<file path="config.mk">
export PLATFORM = sky130hd
export DESIGN_NAME = mul_issue
export DESIGN_NICKNAME = d
export VERILOG_FILES = /design/src/rtl/core_pkg.sv /design/src/rtl/mul_issue.sv
export SDC_FILE = /design/constraint.sdc
export NUM_CORES = 1
export LEC_CHECK = 0
export ABC_AREA = 1
export ABC_CLOCK_PERIOD_IN_PS = 1200
export CAP_MARGIN = 5
export CORE_ASPECT_RATIO = 1.75
export CORE_UTILIZATION = 37
export CTS_BUF_LIST = sky130_fd_sc_hd__clkbuf_4 sky130_fd_sc_hd__clkbuf_8
export CTS_CLUSTER_DIAMETER = 120
export CTS_CLUSTER_SIZE = 16
export DETAILED_ROUTE_END_ITERATION = 10
export PLACE_DENSITY_LB_ADDON = 0.12
export SYNTH_ARGS = -nofsm -noshare
export SYNTH_HDL_FRONTEND = slang
export SYNTH_SLANG_ARGS = --single-unit
</file>
<file path="constraint.sdc">
create_clock -name clk -period 1.2 [get_ports clk]
set_input_delay 0.18 -clock clk [delete_from_list [all_inputs] [get_ports clk]]
set_output_delay 0.18 -clock clk [all_outputs]
set_load 0.05 [all_outputs]
</file>
<file path="src/rtl/core_pkg.sv">
// rtl/core_pkg.sv - shared execute-stage types for the multiplier issue path
package core_pkg;

  typedef enum logic [1:0] {
    MUL_LO = 2'b00,
    MULH   = 2'b01,
    MULHSU = 2'b10,
    MULHU  = 2'b11
  } mul_opcode_t;

  typedef enum logic [2:0] {
    IDLE  = 3'd0,
    ISSUE = 3'd1,
    WAIT  = 3'd2,
    DONE  = 3'd3,
    DRAIN = 3'd4
  } mul_issue_state_t;

endpackage

</file>
<file path="src/rtl/mul_issue.sv">
// rtl/mul_issue.sv - single-entry issue/collect stage in front of the integer multiplier
module mul_issue
  import core_pkg::*;
#(
  parameter int XLEN = 32,
  parameter int RW   = 5
) (
  input  logic            clk,
  input  logic            rst_b,
  input  logic            flush,
  input  logic            dec_valid,
  output logic            dec_ready,
  input  logic [1:0]      dec_opcode,
  input  logic [XLEN-1:0] dec_op1,
  input  logic [XLEN-1:0] dec_op2,
  input  logic [RW-1:0]   dec_rd,
  output logic            mul_in_valid,
  input  logic            mul_in_ready,
  output logic [1:0]      mul_opcode,
  output logic [XLEN-1:0] mul_op1,
  output logic [XLEN-1:0] mul_op2,
  input  logic            mul_out_valid,
  input  logic [XLEN-1:0] mul_result,
  output logic            wb_valid,
  input  logic            wb_ready,
  output logic [RW-1:0]   wb_rd,
  output logic [XLEN-1:0] wb_data
);

  mul_issue_state_t state, state_nxt;
  mul_opcode_t      opcode_q;
  logic [XLEN-1:0]  op1_q, op2_q, data_q;
  logic [RW-1:0]    rd_q;
  logic             take_op, take_res;

  always_comb begin
    state_nxt    = state;
    dec_ready    = 1'b0;
    mul_in_valid = 1'b0;
    wb_valid     = 1'b0;
    take_op      = 1'b0;
    take_res     = 1'b0;
    case (state)
      IDLE: begin
        dec_ready = !flush;
        if (dec_valid && !flush) begin
          take_op   = 1'b1;
          state_nxt = ISSUE;
        end
      end
      ISSUE: begin
        // Withheld under flush so the MUL never starts an op we are about to forget.
        mul_in_valid = !flush;
        if (flush) begin
          state_nxt = IDLE;
        end else if (mul_in_ready) begin
          if (mul_out_valid) begin
            take_res  = 1'b1;
            state_nxt = DONE;
          end else begin
            state_nxt = WAIT;
          end
        end
      end
      WAIT: begin
        // A result landing in the flush cycle is already consumed, so no drain needed.
        if (flush) begin
          state_nxt = mul_out_valid ? IDLE : DRAIN;
        end else if (mul_out_valid) begin
          take_res  = 1'b1;
          state_nxt = DONE;
        end
      end
      DONE: begin
        wb_valid  = 1'b1;
        dec_ready = wb_ready && !flush;
        if (flush) begin
          state_nxt = IDLE;
        end else if (wb_ready) begin
          if (dec_valid) begin
            take_op   = 1'b1;
            state_nxt = ISSUE;
          end else begin
            state_nxt = IDLE;
          end
        end
      end
      DRAIN: begin
        if (mul_out_valid) state_nxt = IDLE;
      end
      default: state_nxt = IDLE;
    endcase
  end

  always_ff @(posedge clk) begin
    if (rst_b) begin
      state    <= IDLE;
      opcode_q <= MUL_LO;
      op1_q    <= '0;
      op2_q    <= '0;
      rd_q     <= '0;
      data_q   <= '0;
    end else begin
      state <= state_nxt;
      if (take_op) begin
        opcode_q <= mul_opcode_t'(dec_opcode);
        op1_q    <= dec_op1;
        op2_q    <= dec_op2;
        rd_q     <= dec_rd;
      end
      if (take_res) data_q <= mul_result;
    end
  end

  assign mul_opcode = opcode_q;
  assign mul_op1    = op1_q;
  assign mul_op2    = op2_q;
  assign wb_rd      = rd_q;
  assign wb_data    = data_q;

endmodule

</file>
==> results.rst, run 1 <==
.. list-table::
   :header-rows: 1

   * - Metric
     - Value
   * - Run status
     - finished, violations left
   * - Violated checks
     - setup timing
   * - Final Max Tran Viols
     - 0
   * - Ratio of final minimum period to clock period
     - 1.32
   * - Largest cells by area after synthesis
     - dfxtp_1 50%, nor2_1 17%, o21ai_0 5.6%
   * - Hold slack final
     - approximately 370 ps
   * - Count of nets left with antenna violations after detail routing
     - 0
   * - Count of input and output buffers
     - around 220
   * - Total gr overflow
     - 0
   * - Hold Crit Class
     - primary input to flip-flop
   * - Final number of hold-violating endpoints
     - 0
   * - Post-layout util
     - 0.804
   * - Share of synthesized area occupied by flip-flops and latches
     - 0.505
   * - CTS H-tree lvls
     - 3
   * - Share of total power consumed by net switching
     - 0.376
   * - Number of buffers created by CTS
     - 9
   * - Per-cell routed wire length
     - 17.2 um
   * - Die Y-Extent
     - between 100 and 150 um
   * - Final-report setup violation count
     - about 110
   * - Post-synthesis mux area share
     - 0
   * - Fraction of the mapped netlist area in simple logic gates
     - 0.283
   * - Clock share of power
     - 0.190
   * - Layout cells sized above 1
     - 0.312
   * - Internal Power
     - 8.46 mW
   * - Starting density of the core
     - 0.379
   * - Number of placed I/O pins
     - 216
   * - Static leakage
     - about 4 nW
   * - Worst Setup Path Type
     - flip-flop to primary output
   * - Sequential Power Share
     - 0.335
   * - Syn nets
     - 695
   * - Number of flops mapped to enable cells by yosys
     - 0
   * - Hold-fix buffers at CTS
     - 0
   * - Compound-cell area share of the yosys netlist
     - 0.127
   * - Dominant combinational cell family by area after synthesis
     - simple AND/OR/NAND/NOR gates
   * - Flop and latch count out of synthesis
     - about 110
   * - Row Count
     - a little over 50
   * - Global-route total usage across every layer
     - 0.270
   * - Post-Route WL
     - 16700 um
   * - Number of antenna violations at the first check in global routing
     - 0
   * - Synthesis-to-layout area growth
     - 113%
   * - Routed vias/inst
     - around 5.1
   * - Floorplan die width
     - approximately 83 um
   * - Setup WS pre-CTS
     - -531 ps
   * - Most frequently used flop master after synthesis
     - dfxtp_1
   * - Worst slew slack as a fraction of its limit
     - 0.706
   * - Warnings from Yosys
     - 0
   * - Total power density per cell area
     - between 1500 and 2000 mW/mm^2
   * - Setup repair after global routing missed its margin
     - yes
   * - Count of distinct cell types in the synthesized netlist
     - 22
   * - Number of DRC violations after detailed-routing iteration 0
     - between 200 and 250
   * - Worst-margin pin slew
     - between 400 and 500 ps
   * - Clk slew on worst S/H paths
     - approximately 120 ps
   * - Delay contributed by the slowest stage of the critical path
     - 410 ps
   * - Net switching power figure
     - 5.09 mW
   * - Insertion delay of the later-clocked pin in the worst-skew pair
     - 380 ps
   * - Antenna Diode Count
     - 0
   * - Critical Path AT
     - between 1000 and 1500 ps
   * - Peak supply drop
     - around 1.1 mV
   * - Cell Area, Synth
     - 0.00420 mm^2
   * - Most frequent cell after synthesis
     - nor2_1
   * - Startpoint types
     - flip-flop
   * - Vias in the first global route
     - just under 5000
   * - Die Footprint
     - 0.0118 mm^2
   * - Buffer cell driving the clock tree root
     - clkbuf_8
   * - Pin count of the biggest net entering global routing
     - 45
   * - Cell type with the largest total area after synthesis
     - dfxtp_1
   * - Via count
     - just under 5000
   * - Minimum clock period
     - around 1600 ps
   * - Clock tree buffer depth
     - 2
   * - First-pass GRT wire length
     - around 24000 um
   * - Area fraction of the dominant cell type after synthesis
     - 0.505
   * - DRC violations left
     - 0
   * - Count of max-cap constraint violations
     - 0
   * - Total core area
     - about 0.011 mm^2
   * - FFs w/ async S/R, synth
     - 0
   * - Post-Route Skew
     - 21.9 ps
   * - Clock sink total
     - 106
   * - Highest-delay cell along the critical path
     - dfxtp_4
   * - Achievable clock frequency
     - approximately 630 MHz
   * - Logic pwr share
     - 0.475
   * - Total half-perimeter wirelength after legalization and detailed placement
     - between 9000 and 10000 um
   * - Final weighted congestion of routability-driven global placement
     - about 0.82
   * - Peak fanout along the critical path
     - 4
   * - Number of non-filler instances in the completed layout
     - between 900 and 1000
   * - Most frequent cell on the critical path
     - nand2_4
   * - Top cell types by occurrence after synthesis
     - 190 x nor2_1, 106 x dfxtp_1, 52 x nand2_1
   * - Pre-antenna DRT Iters
     - 4
   * - Avg Synthesized Cell Area
     - around 7 um^2
   * - Post-layout nets
     - ~940
   * - Adder-cell share of the synthesized area
     - 0
   * - Parity-gate share of the synthesized area counting xor and xnor cells
     - 0
   * - Worst-case setup margin in the final layout
     - -385 ps
   * - Synthesized instance count
     - slightly below 600
   * - Endpoint type of the worst setup path
     - primary output
   * - TritonCTS clock tree
     - done
   * - Critical-path cell list
     - nand2_4 -> nor2_4 -> buf_6 -> nand2_4 -> a21oi_4 -> buf_12
   * - Placed cell count
     - 919
   * - Data required, critical path
     - between 1000 and 1500 ps
[worst paths after layout]
| check | startpoint | depth (start not counted) | slack, ps | end |
|---|---|---|---|---|
| worst max-delay path | state[0]$_SDFFE_PP0P_ | 6 | -380 | dec_ready |
| worst min-delay path | dec_op1[29] | 3 | 370 | mul_op1[29]$_SDFFE_PP0P_ |
| worst max register to register | state[1]$_SDFFE_PP0P_ | 9 | -350 | wb_data[27]$_SDFFE_PP0P_ |
| worst min register to register | mul_op2[3]$_SDFFE_PP0P_ | 2 | 550 | mul_op2[3]$_SDFFE_PP0P_ |
[power by group through the flow]
stage                     Sequential (mW)  Clock, mW  Combinational [mW]
after floorplan                      5.85          0                1.19
after global placement               4.54          0                5.29
after detailed placement             4.57          0                5.37
after CTS                            4.51       2.62                6.14
after global routing                 4.59       2.73                6.71
final                                4.54       2.57                6.43
[per-layer routing]
layer	track usage	wire length [um]	up-vias
li1	-	-	2355
met3	0.0754	1140	67
met1	0.261	5510	2258
met5	0	0	-
met4	0.168	904	0
met2	0.488	9140	236
[critical path, delay by kind of cell, from the launching register on]
family,cells,cell delay (ps)
flip-flops,1,410
buffers and inverters,2,260
AND/OR/NAND/NOR,3,200
AO/OA/AOI/OAI,1,150
[per-stage QoR]
step | cell area, um^2 | setup TNS [ps] | power (mW)
floorplan | 4300 | -25700 | 7.04
global placement | 7760 | -46180 | 9.83
detailed placement | 7760 | -51480 | 9.94
CTS | 8690 | -31880 | 13.3
global route | 8930 | -37830 | 14.0
finish | 8930 | -29270 | 13.5
[flip-flops by register name, summed over array words and instances, names as in the netlist]
register	cells
mul_op1	32
wb_data	32
mul_op2	32
wb_rd	5
mul_opcode	2
state	3
[layout make-up]
cell class / instances / area (um^2)
Tap cell: 132 / 165
Clock inverter: 6 / 96.3
Timing Repair Buffer: 272 / 4140
Inverter: 43 / 184
Timing Repair inverter: 1 / 11.3
Fill cell: 646 / 2170
Clock buffer: 10 / 138
Multi-Input combinational cell: 398 / 2060
Sequential cell: 106 / 2130
[repair_timing]
action / CTS / global route
endpoints found under the setup margin: 107 / 108
pin swaps: 7 / 6
setup buffers: 15 / 5
resized for setup: 65 / 61
cloned: 12 / 4
[cells by family after synthesis]
logic type / Yosys count
DFF: 106
AOI/OAI and AO/OA: 106
and+or+nand+nor: 291
buffers and inverters: 82
[cells in the final DEF (no fill, tap or decap), types with 2 or more instances in the layout]
cell type,n
inv_8,2
dfxtp_1,103
buf_16,8
dfxtp_4,3
clkbuf_8,10
o21ai_2,15
clkinv_4,2
nor2_1,158
o21ai_1,30
buf_8,2
nand2_8,3
inv_1,38
inv_4,2
bufbuf_16,3
buf_6,6
clkdlybuf4s50_1,108
buf_12,120
nand2_1,46
bufinv_16,2
nand3_1,40
o21ai_0,25
a21oi_1,23
buf_4,21
nand2_2,2
a21oi_2,10
nor2_4,11
nand3_4,2
clkbuf_16,3
nor2_2,24
nand2_4,3
(Power assumes the default switching activity.)
==> run 2: changes to the inputs <==
--- a/config.mk
+++ b/config.mk
@@ -12,7 +12,7 @@
 export CORE_UTILIZATION = 37
 export CTS_BUF_LIST = sky130_fd_sc_hd__clkbuf_4 sky130_fd_sc_hd__clkbuf_8
 export CTS_CLUSTER_DIAMETER = 120
-export CTS_CLUSTER_SIZE = 16
+export CTS_CLUSTER_SIZE = 25
 export DETAILED_ROUTE_END_ITERATION = 10
 export PLACE_DENSITY_LB_ADDON = 0.12
 export SYNTH_ARGS = -nofsm -noshare
==> results of run 2 <==
Same layout as run 1: the final DEF is identical, and so are final timing and power.
